==> config.mk <==
export PLATFORM = sky130hd
export DESIGN_NAME = keypad_decoder
export DESIGN_NICKNAME = d
export VERILOG_FILES = /design/src/rtl/keypad_decoder.sv
export SDC_FILE = /design/constraint.sdc
export NUM_CORES = 1
export LEC_CHECK = 0
export CAP_MARGIN = 0
export CORE_UTILIZATION = 35
export CTS_BUF_LIST = sky130_fd_sc_hd__clkbuf_2
export DETAILED_ROUTE_END_ITERATION = 8
export HOLD_SLACK_MARGIN = 0.05
export SLEW_MARGIN = 20
export SYNTH_ARGS = -nofsm -noshare
export SYNTH_HDL_FRONTEND = slang
export SYNTH_SLANG_ARGS = --single-unit
==> constraint.sdc <==
create_clock -name clk -period 4.12 [get_ports clk]
set_clock_uncertainty 0.2 [all_clocks]
set_input_delay 0.824 -clock clk [delete_from_list [all_inputs] [get_ports clk]]
set_output_delay 0.824 -clock clk [all_outputs]
set_load 0.01 [all_outputs]
==> src/rtl/keypad_decoder.sv <==
// Debounces whole-scan key bitmaps from the keypad scanner and emits one
// encoded event per physical press on a valid/ready handshake.
module keypad_decoder #(
    parameter int N_COLUMN       = 4,
    parameter int N_ROW          = 4,
    parameter int DEBOUNCE_SCANS = 3,
    localparam int N_KEYS        = N_COLUMN * N_ROW,
    localparam int CW            = $clog2(N_KEYS),
    localparam int DW            = $clog2(DEBOUNCE_SCANS + 1)
) (
    input  logic              clk,
    input  logic              rst_n,
    input  logic [N_KEYS-1:0] keys_in,
    input  logic              keys_valid,
    output logic [CW-1:0]     key_code,
    output logic              key_valid,
    input  logic              key_ready,
    output logic              overflow
);

    typedef enum logic [1:0] {
        IDLE,
        PRESS_DB,
        HELD,
        RELEASE_DB
    } state_t;

    state_t        state;
    logic [DW-1:0] cnt;
    logic [CW-1:0] cand;

    logic          scan_any;
    logic          scan_multi;
    logic [CW-1:0] scan_idx;
    logic          scan_none;
    logic          scan_single;
    logic [DW-1:0] cnt_next;
    logic          cnt_done;
    logic          accept;

    // Classify the scan; scan_idx is only meaningful when exactly one bit is set.
    always_comb begin
        scan_any   = 1'b0;
        scan_multi = 1'b0;
        scan_idx   = '0;
        for (int i = 0; i < N_KEYS; i++) begin
            if (keys_in[i]) begin
                if (scan_any) begin
                    scan_multi = 1'b1;
                end
                scan_any = 1'b1;
                scan_idx = CW'(i);
            end
        end
    end

    assign scan_none   = !scan_any;
    assign scan_single = scan_any && !scan_multi;
    assign cnt_next    = cnt + DW'(1);
    assign cnt_done    = (cnt_next == DW'(DEBOUNCE_SCANS));
    assign accept      = keys_valid && (state == PRESS_DB) && scan_single &&
                         (scan_idx == cand) && cnt_done;

    always_ff @(posedge clk) begin
        if (!rst_n) begin
            state     <= IDLE;
            cnt       <= '0;
            cand      <= '0;
            key_code  <= '0;
            key_valid <= 1'b0;
            overflow  <= 1'b0;
        end else begin
            if (keys_valid) begin
                case (state)
                    IDLE: begin
                        if (scan_single) begin
                            state <= PRESS_DB;
                            cand  <= scan_idx;
                            cnt   <= DW'(1);
                        end else if (scan_multi) begin
                            state <= HELD;
                        end
                    end
                    PRESS_DB: begin
                        if (scan_single) begin
                            if (scan_idx == cand) begin
                                if (cnt_done) begin
                                    state <= HELD;
                                    cnt   <= '0;
                                end else begin
                                    cnt <= cnt_next;
                                end
                            end else begin
                                cand <= scan_idx;
                                cnt  <= DW'(1);
                            end
                        end else if (scan_none) begin
                            state <= IDLE;
                            cnt   <= '0;
                        end else begin
                            state <= HELD;
                            cnt   <= '0;
                        end
                    end
                    HELD: begin
                        if (scan_none) begin
                            state <= RELEASE_DB;
                            cnt   <= DW'(1);
                        end
                    end
                    RELEASE_DB: begin
                        if (scan_none) begin
                            if (cnt_done) begin
                                state <= IDLE;
                                cnt   <= '0;
                            end else begin
                                cnt <= cnt_next;
                            end
                        end else begin
                            state <= HELD;
                            cnt   <= '0;
                        end
                    end
                    default: begin
                        state <= IDLE;
                        cnt   <= '0;
                    end
                endcase
            end

            // A new accept may replace an event only if that event is leaving this cycle.
            if (accept) begin
                if (!key_valid || key_ready) begin
                    key_code  <= cand;
                    key_valid <= 1'b1;
                end else begin
                    overflow <= 1'b1;
                end
            end else if (key_valid && key_ready) begin
                key_valid <= 1'b0;
            end
        end
    end

endmodule
# ---- Word level (Yosys, flattened, before mapping)
# Cells that the tools add are included.
dict set report word_totals {
  in_bits 20
  wordCells 125
  regBits 14
  out_inout_bits 6
}
dict set report op_classes {
  eq_ne 14
  n_reduce_logical 18
  mux 85
  add_sub_neg 1
  bitwise_logic 1
}
# op n
set op_table {}
lappend op_table {{4-bit two-way mux} 17}
lappend op_table {{1-bit two-way mux} 50}
lappend op_table {{2-bit two-way mux} 15}
lappend op_table {{2-bit case mux with 4 select lines} 2}
lappend op_table {{3-bit inequality test, second input constant} 3}
lappend op_table {{2-bit inequality test, second input constant} 4}
lappend op_table {{4-bit case mux with 2 select lines} 1}
lappend op_table {{2-bit == test, second input constant} 3}
lappend op_table {{1-bit logical AND} 6}
lappend op_table {{2-bit AND reduction} 3}
lappend op_table {{6-bit AND reduction} 1}
lappend op_table {{5-bit AND reduction} 1}
lappend op_table {{4-bit == test} 1}
lappend op_table {{2-bit nonzero test} 2}
lappend op_table {{3-bit by 2-bit inequality test with 1-bit output, second input constant} 1}
lappend op_table {{3-bit AND reduction} 1}
lappend op_table {{2-bit by 1-bit adder with 2-bit output, second input constant} 1}
lappend op_table {{2-bit by 1-bit == test with 1-bit output, second input constant} 1}
lappend op_table {{1-bit logical NOT} 2}
lappend op_table {{2-bit logical NOT} 1}
lappend op_table {{2-bit by 1-bit inequality test with 1-bit output, second input constant} 1}
lappend op_table {{1-bit logical OR} 1}
lappend op_table {{1-bit NOT} 1}

# ---- Logic depth before layout (Yosys ltp)
dict set report logic_depth {
  word_depth 38
  depth_mapped 9
  mapped_depth_nobuf 7
}

# ---- Worst setup path before layout
# OpenSTA, ideal clock, no wires.
dict set report synth_timing {
  kind {input port to flip-flop}
  from {input port keys_in[3]}
  to {register key_code[0]}
  stages 8
  n_path_buf 1
  arrival_ps 2863
  setup_time_ps 120
  slack_ps 937
  path_cell_list {or4_1 -> or4_4 -> and2_4 -> nor4_2 -> and2_1 -> buf_6 -> nand4b_4 -> mux2i_1}
}
dict set report synth_via {
  elab_chain_cells 31
}
# element line_no
set synth_rtl {}
lappend synth_rtl {{start: declaration} 13} ;# input logic [N_KEYS-1:0] keys_in,
lappend synth_rtl {{1-bit two-way mux} 47} ;# if (keys_in[i]) begin
lappend synth_rtl {{1-bit two-way mux} 48} ;# if (scan_any) begin
lappend synth_rtl {{1-bit two-way mux} 47}
lappend synth_rtl {{1-bit two-way mux} 48}
lappend synth_rtl {{1-bit two-way mux} 47}
lappend synth_rtl {{1-bit two-way mux} 48}
lappend synth_rtl {{1-bit two-way mux} 47}
lappend synth_rtl {{1-bit two-way mux} 48}
lappend synth_rtl {{(+15 left out)} --}
lappend synth_rtl {{1-bit two-way mux} 48}
lappend synth_rtl {{1-bit two-way mux} 47}
lappend synth_rtl {{1-bit logical NOT} 58} ;# assign scan_single = scan_any && !scan_multi;
lappend synth_rtl {{1-bit logical AND} 58}
lappend synth_rtl {{1-bit logical AND} 61} ;# assign accept = keys_valid && (state == PRESS_DB) && scan_single &&
lappend synth_rtl {{1-bit logical AND *} 61}
lappend synth_rtl {{1-bit logical AND *} 62} ;# (scan_idx == cand) && cnt_done;
lappend synth_rtl {{2-bit AND reduction (no source line) *} --}
lappend synth_rtl {{end signal: assignment} 134} ;# key_code <= cand;
lappend synth_rtl {{end: declaration} 15} ;# output logic [CW-1:0] key_code,
# Every way passes the cells marked *; elsewhere a longest branch is shown, timed or not.
# A chain may end at the register's enable or synchronous reset.

# ---- Final worst setup path
# Ends and elaborated chain as after synthesis.

==> impl_metrics.json <==
{
  "rrSetupSlack_ns": 2.10,
  "synth-seq-area-share_pct": 24.7,
  "fin_cells": 220,
  "setup-tns-final_ns": 0,
  "rsz0062_at_grt": "false",
  "fin_util_pct": 47.4,
  "cp-end-kind": "flip-flop",
  "dp_hpwl_mm": 2.18,
  "synth_edf_count": 0,
  "power_per_cell_area_nw_per_um2": 184,
  "port_buffers": 25,
  "grt_max_degree": 19,
  "synthSimpleGateAreaFrac_pct": 36.1,
  "antenna_found_initial": 0,
  "die_area_um2": 3470,
  "tightestPinTransition_ns": 0.799,
  "gr-total-overflow": 0,
  "slew_viol_final": 0,
  "yosysTopAreaCell": "dfxtp_1",
  "die_y_um": 58.9,
  "wl_mm": 2.76,
  "cp.required_ns": 4.12,
  "crit_path_start_kind": "input port",
  "synth_warnings": 0,
  "setup_ws_ns": 0.489,
  "finalCritPeriodShare_pct": 88.1,
  "maxCapViolCount": 0,
  "synth-compound-area-share_pct": 23.7,
  "fp.dieW_um": 58.9,
  "h-tree-depth": 1,
  "synth_top_family_by_area": "simple AND/OR/NAND/NOR gates",
  "synth.distinct_cells": 46,
  "ant_nets": 0,
  "path_class": "in -> reg",
  "synthAdderAreaFrac_pct": 2.65,
  "place_congestion": 0.799,
  "core-area_um2": 3050,
  "p_leak_nw": 0.555,
  "drive_gt1_share_pct": 7.95,
  "rows": 20,
  "synthCells": 151,
  "area_growth_pct": 27.6,
  "wl_per_cell_um": 12.6,
  "critPathMaxFanout": 6,
  "clock.fmax_mhz": 275,
  "setup_viol_count_final": 0,
  "clock-sinks": 14,
  "cts-root-buf": "clkbuf_2",
  "post-cts-setup-buffer-count": 0,
  "cts_tree": "done",
  "synth_flop_cell": "dfxtp_1",
  "synth_common_cells": "nand2_1 (22), dfxtp_1 (14), nor2_1 (13)",
  "vias": 1211,
  "dp_slack_ns": 0.191,
  "io_pins": 26,
  "period_needed_ns": 3.63,
  "fill_cells": 323,
  "grt_pass1_vias": 1141,
  "dp_cells": 216,
  "cts.path.max_buffers": 2,
  "grt_pass1_wl_mm": 4.79,
  "cts_resized": 0,
  "hold_violations": 0,
  "multi_input_area_um2": 797,
  "via_per_inst": 5.50,
  "ys_top_cells_by_area": "dfxtp_1 (25%), nand2_1 (7.3%), mux2i_1 (7.1%), nor2_1 (4.3%), o21ai_0 (4.0%)",
  "yosysMostFrequentCell": "nand2_1",
  "clk_latency_ns": 0.29,
  "cts_buffers": 3,
  "cts_hold_buf": 0,
  "grt_usage_pct": 17.5,
  "max_slew_margin_pct": 46.6,
  "hp-class": "reg -> reg",
  "detail_route.drc_violations": 0,
  "first_iter_violations": 38,
  "diodes": 0,
  "synth_top_area_share_pct": 24.7,
  "synth-seq-cells": 14,
  "syn-num-nets": 171,
  "status": "finished clean",
  "vdd_ir_drop_max_mv": 0.132,
  "fin_nets": 197,
  "regArea_um2": 280,
  "first_pass_iters": 4,
  "syn_area_per_cell_um2": 7.51,
  "clk_pin_slew_ns": 0.13,
  "synth_xor_area_share_pct": 0.773,
  "synth_area_um2": 1130,
  "cp.arrival_ns": 3.63,
  "synth_mux_area_share_pct": 7.06,
  "async_flop_share_pct": 0,
  "start_util_pct": 37.1
}
-- state kept, by name (all words and copies together), names as in the netlist, named ones only --
register   count
cand           4
cnt            2
key_code       4
key_valid      1
overflow       1
state          1
-- routing by layer --
metal / share of wire (%) / vias to the layer above / routed length (µm) / track usage, %
li1: - / 624 / - / -
met1: 49 / 569 / 1360 / 23.4
met2: 48 / 16 / 1320 / 29.5
met3: 2.7 / 2 / 74 / 4.62
met4: 0.36 / 0 / 10 / 1.02
met5: 0 / - / 0 / 0
-- cells in the final DEF (no fill, tap or decap), drive strengths merged, types with 3 or more instances in the layout --
cell,netlist,routed
inv,6,6
buf,2,3
clkbuf,5,3
clkdlybuf4s50,0,25
nor2,13,13
nand2b,3,3
nand2,22,22
or4,5,5
maj3,3,3
nor3,9,9
mux2i,8,8
nor4,8,8
o21ai,9,9
dfxtp,14,14
a21oi,8,8
-- power breakdown --
part / internal [mW] / switching, mW
clock: 0.0211 / 0.0462
combinational: 0.0302 / 0.0310
sequential: 0.137 / 0.00184
total: 0.188 / 0.0790
-- per-stage QoR --
step	instance area (µm²)	power (mW)	hold slack [ns]
floorplan	1130	0.170	0.269
global placement	1430	0.201	0.249
detailed placement	1430	0.202	0.262
CTS	1450	0.270	0.280
global route	1450	0.284	0.309
finish	1450	0.267	0.271
-- logic make-up (layout without fill, tap and decap cells) --
group           after synthesis  count (layout)
xor+xnor                      1               1
buf+inv                      13              38
simple gates                 73              73
mux                           8               8
fa+ha+maj                     3               3
flops                        14              14
compound gates               39              39
-- worst max-delay path, stage by stage --
cell             delay (ns)
clkdlybuf4s50_1        0.48
or4_1                  0.64
or4_4                  0.51
and2_4                 0.15
nor4_2                 0.30
and2_1                 0.33
nand4b_4               0.18
mux2i_1                0.21
-- cell type report --
| type | count | area share (%) |
|---|---|---|
| timing repair buffer | 28 | 18.9 |
| clock buffer | 3 | 1.04 |
| multi-input combinational | 124 | 55.1 |
| clock inverter | 1 | 0.260 |
| sequential | 14 | 19.4 |
| inverter | 6 | 1.56 |
| tap | 44 | 3.81 |
-- worst paths after layout --
kind                                          startpoint                       end  cells after the start
worst min register to register  key_code[3]$_SDFFE_PN0P_  key_code[3]$_SDFFE_PN0P_                      2
worst max-delay path                          keys_in[3]  key_code[0]$_SDFFE_PN0P_                      8
worst max register to register      cand[0]$_SDFFE_PN0P_  key_code[0]$_SDFFE_PN0P_                      7
worst min-delay path            key_code[3]$_SDFFE_PN0P_  key_code[3]$_SDFFE_PN0P_                      2
Note: power is estimated with default switching activity, not from simulation.
